==> src/rtl/barras_pkg.sv <==
// Shared definitions for the RGB bar pattern generator: mode encodings,
// palette and position bus width.
package barras_pkg;

  // Width of the signed position bus (column/row minus offset, scroll sums).
  localparam int POS_W = 16;
  localparam int IDX_W = 3;

  // Pattern modes; the active mode is also the state of the control FSM.
  typedef enum logic [1:0] {
    MODO_VERT   = 2'd0,
    MODO_HORIZ  = 2'd1,
    MODO_SCROLL = 2'd2,
    MODO_DAMERO = 2'd3
  } modo_t;

  localparam logic [IDX_W-1:0] IDX_BLANCO = 3'd0;
  localparam logic [IDX_W-1:0] IDX_NEGRO  = 3'd7;

  // Palette entries as {R,G,B} on/off flags, indexed by bar number.
  localparam logic [2:0] PALETA [8] = '{
    3'b111,  // white
    3'b110,  // yellow
    3'b011,  // cyan
    3'b010,  // green
    3'b101,  // magenta
    3'b100,  // red
    3'b001,  // blue
    3'b000   // black
  };

  // Mode sequence 0 -> 1 -> 2 -> 3 -> 0.
  function automatic modo_t modo_siguiente(input modo_t m);
    case (m)
      MODO_VERT:   return MODO_HORIZ;
      MODO_HORIZ:  return MODO_SCROLL;
      MODO_SCROLL: return MODO_DAMERO;
      default:     return MODO_VERT;
    endcase
  endfunction

endpackage

==> src/rtl/indice_barra.sv <==
// Bar index from a position: finds which of i_cuenta bars of width i_ancho
// the position falls in, using an add-and-compare chain instead of a divider.
// o_valido is low for negative positions or positions past the last bar.
module indice_barra
  import barras_pkg::*;
(
  input  logic [POS_W-1:0] i_pos,
  input  logic [POS_W-1:0] i_ancho,
  input  logic [3:0]       i_cuenta,
  output logic [IDX_W-1:0] o_indice,
  output logic             o_valido
);

  localparam int LIM_W = POS_W + 3;

  logic [LIM_W-1:0] w_pos_ext;
  logic [LIM_W-1:0] w_lim;

  assign w_pos_ext = {3'b000, i_pos};

  // Walk the boundaries k*ancho; the last boundary reached gives the index.
  always_comb begin
    w_lim    = '0;
    o_indice = '0;
    o_valido = 1'b0;
    for (int k = 1; k <= 8; k++) begin
      w_lim = w_lim + {3'b000, i_ancho};
      if (k < int'(i_cuenta) && w_pos_ext >= w_lim) o_indice = IDX_W'(k);
      if (k == int'(i_cuenta)) o_valido = !i_pos[POS_W-1] && (w_pos_ext < w_lim);
    end
  end

endmodule

==> src/rtl/patron_barras_rgb.sv <==
// RGB test-pattern generator: vertical, horizontal, scrolling vertical bars
// and a checkerboard. Pixel timing: COLUMNA/FILA presented in a cycle produce
// R/G/B on the following cycle, for every cycle (no handshake). MODO_SIG
// requests the next mode, which takes effect at the next FIN_TRAMA.
module patron_barras_rgb
  import barras_pkg::*;
#(
  parameter int H_OFFSET    = 216,
  parameter int V_OFFSET    = 27,
  parameter int ANCHO_BARRA = 100,
  parameter int ALTO_BARRA  = 60,
  parameter int NUM_BARRAS  = 8,
  parameter int VEL         = 4,   // assumed <= NUM_BARRAS*ANCHO_BARRA
  parameter int COLOR_W     = 8
) (
  input  logic               CLK,
  input  logic               RST_n,
  input  logic [10:0]        COLUMNA,
  input  logic [10:0]        FILA,
  input  logic               FIN_TRAMA,
  input  logic               MODO_SIG,
  output logic [COLOR_W-1:0] R,
  output logic [COLOR_W-1:0] G,
  output logic [COLOR_W-1:0] B,
  output logic [1:0]         MODO,
  output logic               o_dbg_pendiente,
  output logic [POS_W-1:0]   o_dbg_despl
);

  localparam logic [POS_W-1:0] SPAN_H = POS_W'(NUM_BARRAS * ANCHO_BARRA);

  modo_t            r_modo, w_modo_sig;
  logic             r_pend, w_pend_sig, w_pend_req;
  logic [POS_W-1:0] r_despl, w_despl_sig, w_despl_suma;

  logic [POS_W-1:0] w_x, w_y, w_suma, w_x_despl, w_pos_col;
  logic             w_x_dentro;
  logic [IDX_W-1:0] w_col_idx, w_fil_idx, w_indice;
  logic             w_col_val, w_fil_val;
  logic [2:0]       w_rgb;

  assign MODO            = r_modo;
  assign o_dbg_pendiente = r_pend;
  assign o_dbg_despl     = r_despl;

  // State register: mode, pending request and scroll offset.
  always_ff @(posedge CLK or negedge RST_n) begin
    if (!RST_n) begin
      r_modo  <= MODO_VERT;
      r_pend  <= 1'b0;
      r_despl <= '0;
    end else begin
      r_modo  <= w_modo_sig;
      r_pend  <= w_pend_sig;
      r_despl <= w_despl_sig;
    end
  end

  assign w_despl_suma = r_despl + POS_W'(VEL);

  // Next state: requests collapse into one pending flag consumed at frame end.
  always_comb begin
    w_pend_req  = r_pend | MODO_SIG;
    w_modo_sig  = r_modo;
    w_pend_sig  = w_pend_req;
    w_despl_sig = r_despl;
    if (FIN_TRAMA) begin
      w_pend_sig = 1'b0;
      if (w_pend_req) w_modo_sig = modo_siguiente(r_modo);
      if (w_pend_req && w_modo_sig == MODO_SCROLL) begin
        w_despl_sig = '0;
      end else if (r_modo == MODO_SCROLL) begin
        w_despl_sig = (w_despl_suma >= SPAN_H) ? w_despl_suma - SPAN_H : w_despl_suma;
      end
    end
  end

  // Positions relative to the pattern origin; negative values have the MSB set.
  assign w_x        = {5'b00000, COLUMNA} - POS_W'(H_OFFSET);
  assign w_y        = {5'b00000, FILA} - POS_W'(V_OFFSET);
  assign w_x_dentro = !w_x[POS_W-1] && (w_x < SPAN_H);
  assign w_suma     = w_x + r_despl;
  assign w_x_despl  = (w_suma >= SPAN_H) ? w_suma - SPAN_H : w_suma;
  assign w_pos_col  = (r_modo == MODO_SCROLL && w_x_dentro) ? w_x_despl : w_x;

  indice_barra u_idx_col (
    .i_pos    (w_pos_col),
    .i_ancho  (POS_W'(ANCHO_BARRA)),
    .i_cuenta (4'(NUM_BARRAS)),
    .o_indice (w_col_idx),
    .o_valido (w_col_val)
  );

  indice_barra u_idx_fil (
    .i_pos    (w_y),
    .i_ancho  (POS_W'(ALTO_BARRA)),
    .i_cuenta (4'(NUM_BARRAS)),
    .o_indice (w_fil_idx),
    .o_valido (w_fil_val)
  );

  // Output decode: palette index per mode, black outside the active spans.
  always_comb begin
    w_indice = IDX_NEGRO;
    case (r_modo)
      MODO_VERT, MODO_SCROLL: if (w_col_val) w_indice = w_col_idx;
      MODO_HORIZ:             if (w_fil_val) w_indice = w_fil_idx;
      MODO_DAMERO: begin
        if (w_col_val && w_fil_val && !(w_col_idx[0] ^ w_fil_idx[0]))
          w_indice = IDX_BLANCO;
      end
      default:                w_indice = IDX_NEGRO;
    endcase
    w_rgb = PALETA[w_indice];
  end

  // Registered colour output; each channel is fully on or off.
  always_ff @(posedge CLK or negedge RST_n) begin
    if (!RST_n) begin
      R <= '0;
      G <= '0;
      B <= '0;
    end else begin
      R <= {COLOR_W{w_rgb[2]}};
      G <= {COLOR_W{w_rgb[1]}};
      B <= {COLOR_W{w_rgb[0]}};
    end
  end

endmodule
==> config.mk <==
export PLATFORM = sky130hd
export DESIGN_NAME = patron_barras_rgb
export DESIGN_NICKNAME = d
export VERILOG_FILES = /design/src/rtl/barras_pkg.sv /design/src/rtl/indice_barra.sv /design/src/rtl/patron_barras_rgb.sv
export SDC_FILE = /design/constraint.sdc
export NUM_CORES = 1
export LEC_CHECK = 0
export ABC_AREA = 1
export CAP_MARGIN = 25
export CORE_ASPECT_RATIO = 0.5
export CORE_MARGIN = 5
export CORE_UTILIZATION = 35
export CTS_CLUSTER_DIAMETER = 50
export CTS_CLUSTER_SIZE = 28
export DETAILED_ROUTE_END_ITERATION = 10
export PLACE_DENSITY_LB_ADDON = 0.08
export RECOVER_POWER = 100
export REMOVE_ABC_BUFFERS = 1
export SLEW_MARGIN = 20
export SYNTH_ARGS = -nofsm -noshare
export SYNTH_HDL_FRONTEND = slang
export SYNTH_SLANG_ARGS = --single-unit
export TNS_END_PERCENT = 50
==> constraint.sdc <==
create_clock -name CLK -period 2.9 [get_ports CLK]
set_input_delay 0.435 -clock CLK [delete_from_list [all_inputs] [get_ports CLK]]
set_output_delay 0.435 -clock CLK [all_outputs]
set_load 0.02 [all_outputs]
* After elaboration in Yosys (flattened, before gate mapping) *
Memories as Yosys holds them, arrays and structs flattened. A register that Yosys moved wholly into a read port is not among the register bits.
Index checks and enable logic that the tools add are counted.

operators by class
  add/sub/neg operators = 6
  $mul = 0
  div/mod/pow operators = 0
  magnitude comparators = 19
  equality and inequality tests = 4
  shift-type cells = 0
  mux-type cells = 27
  bitwise logic cells = 3
  reductions and logical operators = 16

operators with widths
  cell                                                                            number
  16-bit by 9-bit >= comparator with 1-bit output, second input constant          6
  16-bit 2-to-1 mux                                                               5
  16-bit by 10-bit >= comparator with 1-bit output, second input constant         4
  16-bit by 8-bit >= comparator with 1-bit output, second input constant          3
  3-bit 2-to-1 mux                                                                11
  16-bit by 7-bit >= comparator with 1-bit output, second input constant          2
  16-bit by 10-bit less-than comparator with 1-bit output, second input constant  2
  16-bit by 10-bit subtractor with 16-bit output, second input constant           2
  16-bit adder                                                                    1
  16-bit by 3-bit adder with 16-bit output, second input constant                 1
  16-bit by 6-bit >= comparator with 1-bit output, second input constant          1
  16-bit by 9-bit less-than comparator with 1-bit output, second input constant   1
  2-bit 2-to-1 mux                                                                6
  11-bit by 5-bit subtractor with 12-bit output, second input constant            1
  11-bit by 8-bit subtractor with 12-bit output, second input constant            1
  3-bit one-hot mux with 3 select lines                                           1
  1-bit logical AND                                                               7
  2-bit equality test, second input constant                                      3
  2-bit one-hot mux with 3 select lines                                           1
  1-bit logical NOT                                                               5
  3-bit NOT with 4-bit output                                                     1
  1-bit 2-to-1 mux                                                                3
  2-bit by 1-bit equality test with 1-bit output, second input constant           1
  2-bit logical NOT                                                               1
  5 further kinds                                                                 5

word-level totals
  bits in registers = 19
  bits in latches = 0
  bits in writable memories = 0
  memory bits (read-only) = 24
  input port bits = 26
  output and inout port bits = 43
  logic and storage cells = 79
  memories = 1

memory list
  name              depth  bits a word  read ports  clocked after memory_dff  write ports  line                      text
  (name not given)  8      3            1           1                         0            patron_barras_rgb.sv:114  w_rgb = PALETA[w_indice];

* Logic depth before layout (Yosys ltp) *
  word-level depth = 19
  mapped depth = 39
  depth with buffers taken out = 39

* By module *
From an unflattened synthesis, not the netlist that was laid out.

second synthesis, totals
  cells, all modules = 3093
  area total of the unflattened synthesis = 19238.5 µm²

by module, submodules not included
  module                    times used  cells an instance  area each (µm²)  sequential area each (µm²)
  indice_barra (u_idx_col)  1           1272               7988.9           0.0
  indice_barra (u_idx_fil)  1           1245               7821.3           0.0
  patron_barras_rgb         1           576                3428.3           500.5

* Worst setup path after synthesis *
No wires, ideal clock.

  path type = input -> register
  from = input port COLUMNA[3]
  to = register, netlist name B[0]
  setup time = 0.117 ns
  arrival = 3.453 ns
  data required time = 2.783 ns
  slack = -0.670 ns
  stages on the path = 36
  buffers on the path = 0
  path through = ha_1 -> inv_1 -> nand2_1 -> nand3_2 -> nand2_1 -> xor2_1 -> inv_1 -> ha_1 -> nand2_1 -> nor2_2 -> and2_1 -> nand2_1 -> nand2_1 -> nand2_1 -> nand2_1 -> nand2_2 -> nor2_8 -> nand2_8 -> nand2_2 -> nand2_2 -> nand2_4 -> nand2_4 -> nor2_4 -> nand2_1 -> nor2_1 -> nand2_1 -> nand2_1 -> nand2_1 -> nand2_1 -> nand2_2 -> nand2_1 -> nand2_1 -> nand3_1 -> nand2_2 -> nand2_1 -> nand2_1

between the ends
  cells in the longest elaborated chain, start to end = 19
  elaborated cells on any way between the ends = 35
  classes of those cells = 3 x add/sub; 10 x order compare; 12 x mux; 2 x bitwise; 8 x reduce/logical

ends and longest elaborated chain
  what                                                                          line                                              text
  from (decl)                                                                   patron_barras_rgb.sv:18                           input logic [10:0] COLUMNA,
  11-bit by 8-bit subtractor with 12-bit output (*)                             patron_barras_rgb.sv:79                           assign w_x = {5'b00000, COLUMNA} - POS_W'(H_OFFSET);
  16-bit adder, or another cell as far along                                    patron_barras_rgb.sv:82                           assign w_suma = w_x + r_despl;
  16-bit by 10-bit subtractor with 16-bit output, or another cell as far along  patron_barras_rgb.sv:83                           assign w_x_despl = (w_suma >= SPAN_H) ? w_suma - SPAN_H : w_suma;
  16-bit 2-to-1 mux / 1-bit logical AND (equally long branches)                 patron_barras_rgb.sv:83, patron_barras_rgb.sv:84
  16-bit 2-to-1 mux (*)                                                         patron_barras_rgb.sv:84                           assign w_pos_col = (r_modo == MODO_SCROLL && w_x_dentro) ? w_x_despl : w_x;
  16-bit by 7-bit >= comparator with 1-bit output                               indice_barra.sv:28                                if (k < int'(i_cuenta) && w_pos_ext >= w_lim) o_indice = IDX_W'(k);
  1-bit 2-to-1 mux                                                              indice_barra.sv:28
  2-bit 2-to-1 mux (2 in a row)                                                 indice_barra.sv:28
  3-bit 2-to-1 mux (4 in a row)                                                 indice_barra.sv:28
  1-bit bitwise XOR                                                             patron_barras_rgb.sv:109                          if (w_col_val && w_fil_val && !(w_col_idx[0] ^ w_fil_idx[0]))
  1-bit logical NOT                                                             patron_barras_rgb.sv:109
  1-bit logical AND                                                             patron_barras_rgb.sv:109
  3-bit 2-to-1 mux                                                              patron_barras_rgb.sv:109
  3-bit one-hot mux with 3 select lines (*)                                     patron_barras_rgb.sv:105                          case (r_modo)
  3-bit NOT with 4-bit output (not written as such) (*)                         patron_barras_rgb.sv:114

Mark *: on every way between the ends. The rest lies on a longest branch, timed or not.
A chain may end at the register's enable or synchronous reset.

* Worst setup path after layout *
  from = input port COLUMNA[3]
  to = register, netlist name R[0]

between the ends
  cells in the longest elaborated chain, start to end = 19
  elaborated cells on any way between the ends = 35
  classes of those cells = 3 x add/sub; 10 x order compare; 12 x mux; 2 x bitwise; 8 x reduce/logical

ends and longest elaborated chain
  what                                                                          line
  11-bit by 8-bit subtractor with 12-bit output (*)                             patron_barras_rgb.sv:79
  16-bit adder, or another cell as far along                                    patron_barras_rgb.sv:82
  16-bit by 10-bit subtractor with 16-bit output, or another cell as far along  patron_barras_rgb.sv:83
  16-bit 2-to-1 mux / 1-bit logical AND (equally long branches)                 patron_barras_rgb.sv:83, patron_barras_rgb.sv:84
  16-bit 2-to-1 mux (*)                                                         patron_barras_rgb.sv:84
  16-bit by 7-bit >= comparator with 1-bit output                               indice_barra.sv:28
  1-bit 2-to-1 mux                                                              indice_barra.sv:28
  2-bit 2-to-1 mux (2 in a row)                                                 indice_barra.sv:28
  3-bit 2-to-1 mux (4 in a row)                                                 indice_barra.sv:28
  1-bit bitwise XOR                                                             patron_barras_rgb.sv:109
  1-bit logical NOT                                                             patron_barras_rgb.sv:109
  1-bit logical AND                                                             patron_barras_rgb.sv:109
  3-bit 2-to-1 mux                                                              patron_barras_rgb.sv:109
  3-bit one-hot mux with 3 select lines (*)                                     patron_barras_rgb.sv:105
  3-bit NOT with 4-bit output (not written as such) (*)                         patron_barras_rgb.sv:114

Marks and branches as above.

==> impl_metrics.xml <==
<?xml version="1.0" encoding="UTF-8"?>
<metrics>
  <group name="setup_path">
    <metric name="origin_of_the_critical_flop_to_flop_path" unit="">o_dbg_despl[3]$_DFFE_PN0P_</metric>
    <metric name="path_class" unit="">in -&gt; reg</metric>
    <metric name="worst_r2r_endpoint" unit="">R[0]$_DFF_PN0_</metric>
    <metric name="worst_setup_path_end_kind" unit="">register</metric>
    <metric name="reg2reg_depth" unit="">30</metric>
    <metric name="path_max_fanout" unit="">8</metric>
    <metric name="crit_top_cell" unit="">nand2_1</metric>
    <metric name="critPathMaxStageDelay" unit="ns">0.37</metric>
    <metric name="timing.critical_path.from_type" unit="">input port</metric>
    <metric name="critical_path_arrival" unit="ns">3.66</metric>
    <metric name="crit_path_top_delay_cell" unit="">ha_4</metric>
    <metric name="setup.reg_to_reg.worst_slack" unit="ns">-0.28</metric>
    <metric name="required" unit="ns">3.06</metric>
    <metric name="crit_path_end" unit="">R[0]$_DFF_PN0_</metric>
    <metric name="critical_path.startpoint" unit="">COLUMNA[3]</metric>
  </group>
  <group name="synth">
    <metric name="yosys.area_share.adder" unit="">0.0815</metric>
    <metric name="mux_cell_area_share_after_synthesis" unit="">0</metric>
    <metric name="synth.distinct_cells" unit="">45</metric>
    <metric name="synth.yosys.warnings" unit="">0</metric>
    <metric name="netlist_top_cells_area" unit="">nand2_1 (18%), dfrtp_1 (13%), inv_1 (9.7%)</metric>
    <metric name="synth-xor-area-share" unit="">0.0769</metric>
    <metric name="synthesis.instances" unit="">638</metric>
    <metric name="synthesis.area_per_instance" unit="um^2">6.01</metric>
    <metric name="synth-edff-count" unit="">0</metric>
    <metric name="synth_async_reset_ratio" unit="">1.00</metric>
    <metric name="synth_largest_area_cell" unit="">nand2_1</metric>
    <metric name="synth_area" unit="mm^2">0.00384</metric>
    <metric name="synth.ff_latch_count" unit="">20</metric>
    <metric name="synth-simple-area-share" unit="">0.466</metric>
    <metric name="synth_top_family_by_area" unit="">simple AND/OR/NAND/NOR gates</metric>
    <metric name="synth_compound_area_frac" unit="">0.0796</metric>
    <metric name="most_used_flip_flop_cell_after_synthesis" unit="">dfrtp_1</metric>
    <metric name="seq_area_frac_synth" unit="">0.130</metric>
    <metric name="netlist.area_leader.share" unit="">0.181</metric>
  </group>
  <group name="clock_tree">
    <metric name="worst_skew_pair.late_latency" unit="ns">0.27</metric>
    <metric name="postCtsHoldBufs" unit="">0</metric>
    <metric name="clock_tree.root_cell" unit="">clkbuf_16</metric>
    <metric name="clkTransAtPathRegs" unit="ns">0.06</metric>
    <metric name="cts.sink_count" unit="">20</metric>
    <metric name="cts_buffers" unit="">3</metric>
    <metric name="clockBufferDepth" unit="">2</metric>
    <metric name="tritoncts" unit="">yes</metric>
    <metric name="h-tree-depth" unit="">1</metric>
  </group>
  <group name="timing">
    <metric name="rsz0062_at_grt" unit="">yes</metric>
    <metric name="timing.clock.skew" unit="ns">0.00367</metric>
    <metric name="hold_viol_final" unit="">0</metric>
    <metric name="slew_violations" unit="">0</metric>
    <metric name="max_slew_margin" unit="">0.197</metric>
    <metric name="finalHoldWorstSlack" unit="ns">0.511</metric>
    <metric name="postLayoutSetupSlackWorst" unit="ns">-0.598</metric>
    <metric name="fin_setup_tns" unit="ns">-1.79</metric>
    <metric name="worst_pin_slew" unit="ns">1.20</metric>
    <metric name="min_period_over_period" unit="">1.21</metric>
    <metric name="fmax" unit="MHz">286</metric>
    <metric name="setup_violations" unit="">3</metric>
    <metric name="final.min_clock_period" unit="ns">3.50</metric>
  </group>
  <group name="cells_and_area">
    <metric name="antennaDiodeCount" unit="">0</metric>
    <metric name="number_of_nets_in_the_finished_design" unit="">865</metric>
    <metric name="final-instance-count-excl-fill" unit="">958</metric>
    <metric name="utilization" unit="">0.554</metric>
    <metric name="flip_flop_and_latch_area" unit="um^2">500</metric>
    <metric name="post_route_cells_drive_above_1_share" unit="">0.341</metric>
    <metric name="multiInputGateArea" unit="mm^2">0.00316</metric>
    <metric name="fillerInstances" unit="">1047</metric>
    <metric name="final_cell_area" unit="mm^2">0.00601</metric>
    <metric name="syn2layout_area_growth" unit="%">56.6</metric>
  </group>
  <group name="grt">
    <metric name="track_usage" unit="">0.163</metric>
    <metric name="antenna_violations_before_repair" unit="">0</metric>
    <metric name="grt_overflow" unit="">0</metric>
    <metric name="number_of_global_route_vias_before_repair" unit="">4011</metric>
    <metric name="pin_count_of_the_biggest_net_entering_global_routing" unit="">21</metric>
    <metric name="first_pass_grt_wire_length" unit="um">18100</metric>
  </group>
  <group name="drt">
    <metric name="viasPerCell" unit="">4.56</metric>
    <metric name="routed_wire_length_per_instance" unit="um">11.8</metric>
    <metric name="detail_route.drc_violations" unit="">0</metric>
    <metric name="first_pass_iters" unit="">4</metric>
    <metric name="antenna_left" unit="">0</metric>
    <metric name="dr_total_vias" unit="">4373</metric>
    <metric name="route.final.wire_length" unit="um">11300</metric>
    <metric name="drc_marker_count_from_the_first_detailed_route_iteration" unit="">167</metric>
  </group>
  <group name="placement">
    <metric name="placed_cells" unit="">942</metric>
    <metric name="gp_congestion" unit="">0.893</metric>
    <metric name="pre_cts_setup_slack" unit="ns">-1.56</metric>
    <metric name="place.port_buffers" unit="">64</metric>
    <metric name="hpwlAfterDp" unit="um">9380</metric>
    <metric name="postPlaceCellArea" unit="mm^2">0.00538</metric>
  </group>
  <group name="floorplanning">
    <metric name="design.die.area" unit="mm^2">0.0133</metric>
    <metric name="design.portCount" unit="">69</metric>
    <metric name="start_util" unit="">0.354</metric>
    <metric name="die_height" unit="um">84.0</metric>
    <metric name="core-area" unit="mm^2">0.0108</metric>
    <metric name="core.rowCount" unit="">27</metric>
    <metric name="die_x" unit="um">158</metric>
  </group>
  <group name="pwr">
    <metric name="power-per-cell-area" unit="mW/mm^2">1060</metric>
    <metric name="total_leakage_power" unit="nW">3.13</metric>
    <metric name="power.ir.vdd_worst" unit="uV">530</metric>
    <metric name="totalPowerFinal" unit="mW">6.35</metric>
  </group>
  <group name="outcome">
    <metric name="run_status" unit="">complete, but fails checks</metric>
    <metric name="violations_in_the_final_reports" unit="">negative setup slack</metric>
  </group>
  <group name="worst_hold_path">
    <metric name="min-delay-path-class" unit="">reg -&gt; reg</metric>
  </group>
  <group name="flow_run">
    <metric name="cap_violations" unit="">0</metric>
  </group>
</metrics>
cell usage after synthesis (5+ instances only):
cell and count:
a21oi_1 14, buf_4 24, dfrtp_1 20, ha_1 25, inv_1 99, inv_2 10
nand2_1 185, nand2_2 23, nand2_4 8, nand3_1 54, nand3_2 10, nand4_1 14
nor2_1 48, nor2_2 5, o21ai_0 16, o22ai_1 9, xnor2_1 6, xor2_1 24
registers in the layout (all words and copies together) (netlist names):
signal and cells:
o_dbg_pendiente 1, R 1, G 1, o_dbg_despl 14, B 1, MODO 2
what timing repair did:
| item | CTS | global route |
|---|---|---|
| gates resized for setup | 57 | 64 |
| setup endpoints to repair | 3 | 14 |
| pin swaps | 28 | 33 |
| buffers inserted | 6 | 6 |
| cloned | 0 | 0 |
critical path, delay by kind of cell:
kind,cells,cell delay (ns)
AND/OR/NAND/NOR,31,2.27
adder cells (fa/ha/maj),2,0.50
buffers and inverters,4,0.46
cells in the final DEF, fill, tap and decap left out, types with 12 or more instances in the layout:
master,synthesis,layout
nand2_1,185,159
buf_4,24,128
inv_1,99,92
nand3_1,54,49
dlygate4sd3_1,0,42
nand2_2,23,41
nor2_1,48,41
xor2_1,24,21
dfrtp_1,20,20
inv_2,10,17
nand2_4,8,16
o21ai_0,16,15
nand4_1,14,14
ha_4,0,14
clkdlybuf4s50_1,0,14
a21oi_1,14,12
where the power goes:
part,switching (mW),internal (mW)
Combinational,3.00,2.40
Clock,0.132,0.275
Sequential,0.145,0.406
Total,3.27,3.08
worst min path at each step:
stage | start | endpoint | slack [ns] | depth (start not counted)
after floorplan | RST_n | B[0]$_DFF_PN0_ | 0.14 | 0
after global placement | o_dbg_pendiente$_DFF_PN0_ | o_dbg_pendiente$_DFF_PN0_ | 0.51 | 2
after detailed placement | o_dbg_pendiente$_DFF_PN0_ | o_dbg_pendiente$_DFF_PN0_ | 0.51 | 2
after CTS | o_dbg_pendiente$_DFF_PN0_ | o_dbg_pendiente$_DFF_PN0_ | 0.52 | 2
after global routing | o_dbg_pendiente$_DFF_PN0_ | o_dbg_pendiente$_DFF_PN0_ | 0.61 | 2
final | o_dbg_pendiente$_DFF_PN0_ | o_dbg_pendiente$_DFF_PN0_ | 0.51 | 2
cell type report:
type                            instances  share of cell area
Multi-Input combinational cell        480               0.525
Timing Repair Buffer                  196               0.269
Sequential cell                        20              0.0833
Inverter                              113              0.0745
Tap cell                              145              0.0302
Clock buffer                            3              0.0125
Clock inverter                          1             0.00500
metal layers:
metal,wire [um],global-route usage
met1,5670,0.231
met2,5090,0.266
met3,471,0.0254
met4,100,0.0193
met5,0,0
cell families after synthesis:
| family | count (synthesis) |
|---|---|
| DFF | 20 |
| and+or+nand+nor | 369 |
| adders and majority gates | 25 |
| buffers and inverters | 139 |
| other | 1 |
| AOI/OAI and AO/OA | 52 |
| xor gates and xnor gates | 32 |
Power figures use the tool's default switching activity.
